`src/rtl/reg_writeback.sv`:
```
// Register-file writeback queue: merges ALU and load results into one in-order write port with hazard lookup.
// Optional macro REG_WRITEBACK_FORWARD_EN adds per-read-port forwarding of the youngest queued value.
module reg_writeback #(
  parameter int unsigned DEPTH = 4
) (
  input  logic        clk,
  input  logic        rst,
  input  logic        alu_valid,
  input  logic [3:0]  alu_addr,
  input  logic [15:0] alu_data,
  output logic        alu_ready,
  input  logic        mem_valid,
  input  logic [3:0]  mem_addr,
  input  logic [15:0] mem_data,
  output logic        mem_ready,
  input  logic        wb_stall,
  output logic        w_en,
  output logic [3:0]  addr_c,
  output logic [15:0] data_c,
  input  logic [3:0]  chk_addr_a,
  input  logic [3:0]  chk_addr_b,
  input  logic [3:0]  chk_addr_d,
  output logic        busy_a,
  output logic        busy_b,
  output logic        busy_d
`ifdef REG_WRITEBACK_FORWARD_EN
  ,
  output logic        fwd_valid_a,
  output logic        fwd_valid_b,
  output logic        fwd_valid_d,
  output logic [15:0] fwd_data_a,
  output logic [15:0] fwd_data_b,
  output logic [15:0] fwd_data_d
`endif
);

  localparam int unsigned AW    = 4;
  localparam int unsigned DW    = 16;
  localparam int unsigned PTR_W = (DEPTH > 1) ? $clog2(DEPTH) : 1;
  localparam int unsigned CNT_W = $clog2(DEPTH + 1);

  typedef struct packed {
    logic [AW-1:0] addr;
    logic [DW-1:0] data;
  } wb_entry_t;

  wb_entry_t        entries [DEPTH];
  wb_entry_t        push_entry;
  logic [PTR_W-1:0] rd_ptr;
  logic [PTR_W-1:0] wr_ptr;
  logic [CNT_W-1:0] count;
  logic             rst_d;
  logic             full;
  logic             empty;
  logic             gate;
  logic             push;
  logic             pop;
  logic [DEPTH-1:0] occ;

  // Acceptance is held off during reset and the cycle after it.
  assign full      = (count == CNT_W'(DEPTH));
  assign empty     = (count == '0);
  assign gate      = rst | rst_d;
  assign mem_ready = mem_valid & ~full & ~gate;
  assign alu_ready = alu_valid & ~mem_valid & ~full & ~gate;
  assign push      = mem_ready | alu_ready;
  assign w_en      = ~empty & ~wb_stall & ~rst;
  assign pop       = w_en;

  always_comb begin
    push_entry.addr = alu_addr;
    push_entry.data = alu_data;
    if (mem_valid) begin
      push_entry.addr = mem_addr;
      push_entry.data = mem_data;
    end
  end

  always_comb begin
    addr_c = '0;
    data_c = '0;
    if (!empty && !rst) begin
      addr_c = entries[rd_ptr].addr;
      data_c = entries[rd_ptr].data;
    end
  end

  always_ff @(posedge clk) begin
    if (rst) begin
      rd_ptr <= '0;
      wr_ptr <= '0;
      count  <= '0;
      rst_d  <= 1'b1;
    end else begin
      rst_d <= 1'b0;
      if (push) wr_ptr <= wr_ptr + PTR_W'(1);
      if (pop)  rd_ptr <= rd_ptr + PTR_W'(1);
      case ({push, pop})
        2'b10:   count <= count + CNT_W'(1);
        2'b01:   count <= count - CNT_W'(1);
        default: count <= count;
      endcase
    end
  end

  always_ff @(posedge clk) begin
    if (push) entries[wr_ptr] <= push_entry;
  end

  // Slot is occupied when its distance from the head is below the occupancy count.
  always_comb begin
    occ = '0;
    for (int i = 0; i < int'(DEPTH); i++) begin
      occ[i] = (CNT_W'(PTR_W'(PTR_W'(i) - rd_ptr)) < count);
    end
  end

  always_comb begin
    busy_a = 1'b0;
    busy_b = 1'b0;
    busy_d = 1'b0;
    if (!rst) begin
      for (int i = 0; i < int'(DEPTH); i++) begin
        if (occ[i] && entries[i].addr == chk_addr_a) busy_a = 1'b1;
        if (occ[i] && entries[i].addr == chk_addr_b) busy_b = 1'b1;
        if (occ[i] && entries[i].addr == chk_addr_d) busy_d = 1'b1;
      end
    end
  end

`ifdef REG_WRITEBACK_FORWARD_EN
  logic [PTR_W-1:0] age_idx;

  assign fwd_valid_a = busy_a;
  assign fwd_valid_b = busy_b;
  assign fwd_valid_d = busy_d;

  // Walk oldest to youngest so the last match is the most recent value.
  always_comb begin
    fwd_data_a = '0;
    fwd_data_b = '0;
    fwd_data_d = '0;
    age_idx    = rd_ptr;
    if (!rst) begin
      for (int k = 0; k < int'(DEPTH); k++) begin
        age_idx = rd_ptr + PTR_W'(k);
        if (CNT_W'(k) < count) begin
          if (entries[age_idx].addr == chk_addr_a) fwd_data_a = entries[age_idx].data;
          if (entries[age_idx].addr == chk_addr_b) fwd_data_b = entries[age_idx].data;
          if (entries[age_idx].addr == chk_addr_d) fwd_data_d = entries[age_idx].data;
        end
      end
    end
  end
`endif

endmodule

```
`config.mk`:
```
export PLATFORM = sky130hd
export DESIGN_NAME = reg_writeback
export DESIGN_NICKNAME = d
export VERILOG_FILES = /design/src/rtl/reg_writeback.sv
export SDC_FILE = /design/constraint.sdc
export NUM_CORES = 1
export LEC_CHECK = 0
export ABC_CLOCK_PERIOD_IN_PS = 3300
export BUFFER_PORTS_ARGS = -buffer_cell sky130_fd_sc_hd__buf_2
export CAP_MARGIN = 0
export CORE_MARGIN = 3
export CORE_UTILIZATION = 58
export CTS_BUF_LIST = sky130_fd_sc_hd__clkbuf_4
export DETAILED_ROUTE_END_ITERATION = 8
export GPL_ROUTABILITY_DRIVEN = 0
export GPL_TIMING_DRIVEN = 0
export PLACE_DENSITY = 0.82
export SLEW_MARGIN = 15
export SYNTH_ARGS = -nofsm -noshare
export SYNTH_HDL_FRONTEND = slang
export SYNTH_SLANG_ARGS = --single-unit
```
`constraint.sdc`:
```
create_clock -name clk -period 3.3 [get_ports clk]
set_clock_uncertainty 0.05 [all_clocks]
set_input_delay 0.66 -clock clk [delete_from_list [all_inputs] [get_ports clk]]
set_output_delay 0.66 -clock clk [all_outputs]
set_load 0.1 [all_outputs]
```
### Yosys cells after proc, flatten, opt, wreduce, memory -nomap -nowiden

Memory sizes are Yosys's and may differ from the RTL's. A register that Yosys moved wholly into a read port is not among the register bits.
Cells that the tools add are included.

| word-level totals | value |
|---|---|
| register bits after elaboration | 8 |
| bits in writable memories | 80 |
| output and inout bits | 26 |
| word-level logic and storage cells | 88 |
| memories | 1 |

Memory list:

| name | words | bits a word | rd ports | clocked after Yosys merged registers in | write ports | RTL line | source |
|---|---|---|---|---|---|---|---|
| entries | 4 | 20 | 5 | 1 | 1 | 47 | `wb_entry_t entries [DEPTH];` |

| operators by class | value |
|---|---|
| $add $sub $neg | 8 |
| magnitude comparators | 4 |
| eq/ne operators | 15 |
| multiplexer cells | 24 |
| bitwise operators | 15 |
| reductions and logical operators | 17 |

Operators by type and width:

| kind | number |
|---|---|
| 4-bit == test | 12 |
| 20-bit 2-to-1 mux | 1 |
| 1-bit 2-to-1 mux | 18 |
| 16-bit 2-to-1 mux | 1 |
| 1-bit logical AND | 13 |
| 2-bit by 3-bit < comparator with 1-bit output | 4 |
| 1-bit AND | 7 |
| 1-bit NOT | 6 |
| 3-bit case mux with 2 select lines | 1 |
| 2-bit by 1-bit adder with 2-bit output (second input constant) | 2 |
| 2-bit 2-to-1 mux | 2 |
| 4-bit 2-to-1 mux | 1 |
| 1-bit by 2-bit subtractor with 2-bit output (first input constant) | 2 |
| 2-bit subtractor (first input constant) | 2 |
| 3-bit by 1-bit adder with 3-bit output (second input constant) | 1 |
| 3-bit == test (second input constant) | 1 |
| 3-bit logical NOT | 1 |
| 3-bit by 1-bit subtractor with 3-bit output (second input constant) | 1 |
| 2-bit by 1-bit == test with 1-bit output (second input constant) | 1 |
| 2-bit == test (second input constant) | 1 |
| 1-bit logical NOT | 2 |
| 1-bit bitwise OR | 2 |
| 2-bit nonzero test | 1 |

### Longest topological paths before layout

| logic depth | value |
|---|---|
| depth in word-level cells | 8 |
| depth in mapped cells | 9 |

### Worst setup path after synthesis

Ideal clock, no wire load.

| timing | value |
|---|---|
| path kind | input port to flip-flop |
| start | input port rst |
| end | register count[2] |
| library setup time | 0.071 ns |
| arrival | 3.683 ns |
| data required time | 3.179 ns |
| path slack | -0.503 ns |
| cell stages on the path | 8 |
| path through | or2_1 -> nor2_1 -> ha_1 -> inv_1 -> fa_1 -> xor2_1 -> or3_1 -> a21oi_1 |

RTL lines:

| what | RTL line | source |
|---|---|---|
| start: declaration | 7 | `input logic rst,` |
| 1-bit NOT (*) | 67 | `assign w_en = ~empty & ~wb_stall & ~rst;` |
| 1-bit AND (*) | 67 |  |
| via w_en | 17 | `output logic w_en,` |
| 2-bit by 1-bit == test with 1-bit output / 2-bit == test (equally long branches) | 98 | `case ({push, pop})` |
| 3-bit case mux with 2 select lines / 2-bit nonzero test (equally long branches) | n/a |  |
| end signal: assignment | 99 | `2'b10: count <= count + CNT_W'(1);` |
| end signal: assignment | 100 | `2'b01: count <= count - CNT_W'(1);` |
| end signal: assignment | 101 | `default: count <= count;` |
| end: declaration | 51 | `logic [CNT_W-1:0] count;` |

Mark *: on every way through the listed nets, which the timed path passes. The rest lies on a longest branch.
A chain may end at the register's enable or synchronous reset.

### Worst setup path after layout

| timing | value |
|---|---|
| start | register rd_ptr[0] |
| end | output port busy_a |

| on the way | value |
|---|---|
| longest elaborated chain between the ends | 8 |

RTL lines:

| what | RTL line | source |
|---|---|---|
| start: declaration | 49 | `logic [PTR_W-1:0] rd_ptr;` |
| start signal: assignment | 97 | `if (pop) rd_ptr <= rd_ptr + PTR_W'(1);` |
| 1-bit by 2-bit subtractor with 2-bit output | 114 | `occ[i] = (CNT_W'(PTR_W'(PTR_W'(i) - rd_ptr)) < count);` |
| 2-bit by 3-bit < comparator with 1-bit output | 114 |  |
| 1-bit logical AND | 124 | `if (occ[i] && entries[i].addr == chk_addr_a) busy_a = 1'b1;` |
| 1-bit 2-to-1 mux (3 in series) | 124 |  |
| 1-bit 2-to-1 mux (*) | 124 |  |
| 1-bit 2-to-1 mux (*) | 122 | `if (!rst) begin` |
| end: declaration | 23 | `output logic busy_a,` |

Every way passes the cells marked *; elsewhere a longest branch is shown, timed or not.

==> results.toml <==
[clock_network]
clockBufferDepth = 2
numCtsBuffers = 9
root_buffer = "clkbuf_4"
htree_levels = 3
clk_pin_slew_ps = 140
clock_sinks = 90
clk_latency_ps = 430
post_cts_buffers = 0
cts_tree = "built"

[yosys]
synth_fp_nets = 357
synth_flop_cell = "edfxtp_1"
synth_area_um2 = 4450
ys_seq_area_share_pct = 58.5
synth.distinct_cells = 31
async_flop_share_pct = 0
avgSynthCellArea_um2 = 15.4
synthCells = 290
yosysWarningCount = 0
ys_ff_latch = 90
synth-edff-count = 80

[finish]
drive_gt1_share_pct = 37.4
antennaDiodeCount = 0
fin_util_pct = 70.2
syn2layout_area_growth_pct = 15.7
fin_nets = 450
fin_area_um2 = 5150

[global_route]
grt-ovfl-total = 0
antenna_found_initial = 0
use_met3_pct = 5.55
met1_usage_pct = 27.7
top_usage_layer = "met2"
grt_pass1_wl_um = 14500
gr-usage-all-layers_pct = 22.3
grt_util_met2_pct = 37.4
grt_pass1_vias = 2939
grt_max_degree = 21

[detailed_routing]
post_drt_wl_per_cell_um = 18.7
antenna_left = 0
dr.first_iter.drc_count = 141
num_vias = 2708
drt_pass1_iterations = 4
vias_per_cell = 5.56
drcViolationCount = 0
wl_um = 9090

[outcome]
outcome = "complete, no violations"

[power_and_ir_drop]
power.density_nw_per_um2 = 464
p_total_uw = 2390
ir_worst_vdd_mv = 0.323
p_leak_uw = 0.00186

[floorplan]
row_count = 31
die-area_um2 = 8760
num_io_pins = 83
fp.dieH_um = 93.6
initial_utilization_pct = 60.7
core_um2 = 7330
fp.dieW_um = 93.6

[setup_path]
endpoint_kind = "primary output"
critical_path_class = "flip-flop to primary output"
reg2reg_to = "entries[1][7]"
path_delay_family = "buffers and inverters"
reg2regPathDepth = 3
cp_max_fo = 8
cp_cell_sequence = "clkbuf_1 > xnor2_1 > inv_1 > ha_1 > a31oi_1 > a22oi_1 > a21oi_2 > buf_4"
worst_path_max_delay_cell = "dfxtp_1"
reg2reg_slack_ps = 740
worstPathRequired_ps = 2590
r2r_start = "count[0]"
cpPeakStageDelay_ps = 330
cp-start-kind = "flip-flop"
arrival_ps = 2410
path_buf_inv = 3

[sta]
fmax_mhz = 320
setup_tns_ps = 0
setup_viol = 0
rsz0062_at_grt = "false"
fin_crit_ps = 3120
slew_violations = 0
slew_headroom_pct = 25.5
hold_viol = 0
finalCritPeriodShare_pct = 94.6
worst_slew_pin_slew_ps = 1120

[worst_hold_path]
min_path_cells = 1
hold_class = "input port to flip-flop"
min_from = "rst"
min_to = "rst_d"

[placement]
portBuffers = 82
place_hpwl_um = 6470
placed_area_um2 = 5000

[job]
cap_violations = 0
[registers in the layout, summed over array words and instances, names as in the netlist, named ones only]
register,count
count,3
rst_d,1
wr_ptr,2
rd_ptr,2
entries,80
[cell usage after synthesis, types with 2 or more instances]
cell type  count  area, µm²
mux2i_1        3       30.0
xor2_1        50        438
mux2_2        20        225
mux4_2        20        450
clkbuf_1       7       26.3
and2_1         5       31.3
a31oi_1        2       12.5
nand2b_1       2       12.5
edfxtp_1      80       2400
buf_2          2       10.0
nor4_1        12       75.1
dfxtp_1       10        200
o21ai_0        3       15.0
nor2b_1       22        138
inv_1          9       33.8
xnor2_1        3       26.3
ha_1           9        113
a22oi_1        6       45.0
nor2_1         8       30.0
a21oi_1        6       30.0
[through the flow]
step           hold slack, ps  worst slack, ps  cells
2_1_floorplan             464             70.7    290
3_3_place_gp              492              482    471
3_5_place_dp              501              427    471
4_1_cts                   346             18.0    487
5_1_grt                   319             15.6    487
6_report                  364              178    487
[power breakdown]
group | leakage, µW | switching (µW) | internal, µW | total [µW]
clock network | 0.0000714 | 363 | 229 | 592
logic | 0.000987 | 334 | 169 | 503
registers | 0.000806 | 18.9 | 1280 | 1300
total | 0.00186 | 716 | 1670 | 2390
[worst register-to-register path: stages, from the launching register on]
cell,delay (ps)
dfxtp_1,500
nor2_2,110
a2111oi_4,550
and2_1,940
[area by class of cell]
type / count / area [µm²]
flip-flops and latches: 90 / 2600
fillers: 502 / 2180
multi-input cells: 181 / 1800
repair buffers: 82 / 418
well taps: 99 / 124
clock buffers: 9 / 67.6
clock inverters: 7 / 67.6
plain buffers: 10 / 40.0
inverters: 9 / 33.8
[cells by family after synthesis]
kind of cell	share of synthesized area, %
adder cells (fa/ha/maj)	2.98
multiplexers	15.9
XOR/XNOR	10.4
buffers and inverters	1.66
AO/OA/AOI/OAI	3.26
flip-flops	58.5
AND/OR/NAND/NOR	7.36
[how the worst max path moves through the flow]
stage	end	slack (ps)	from	cells past startpoint
2_1_floorplan	count[2]	70	rst	8
3_3_place_gp	entries[2][5]	480	mem_valid	4
3_5_place_dp	entries[1][5]	430	mem_valid	4
4_1_cts	busy_a	20	rd_ptr[0]	9
5_1_grt	busy_a	20	rd_ptr[0]	9
6_report	busy_a	180	rd_ptr[0]	8
[metal layers]
layer	wire [µm]	vias up
met3	470	22
met1	3710	1325
met5	0	-
li1	-	1278
met4	239	0
met2	4660	83
[cells in the final DEF, fill, tap and decap left out, drive strengths merged, types with 3 or more instances in the layout]
cell type / netlist / routed
mux2i: 3 / 3
clkinv: 0 / 4
mux4: 20 / 20
dfxtp: 10 / 10
a22oi: 6 / 6
o21ai: 3 / 3
inv: 9 / 10
edfxtp: 80 / 80
ha: 9 / 9
buf: 3 / 85
nor2: 9 / 9
and2: 5 / 5
xnor2: 3 / 3
mux2: 20 / 20
clkbuf: 7 / 16
xor2: 50 / 50
nor4: 12 / 12
nor2b: 22 / 22
a21oi: 6 / 6
[timing repair]
| action | in CTS | in global routing |
|---|---|---|
| setup endpoints to repair | 0 | 3 |
| resized for setup | 0 | 8 |
| hold buffers | 0 | 0 |
(Power assumes the default switching activity.)
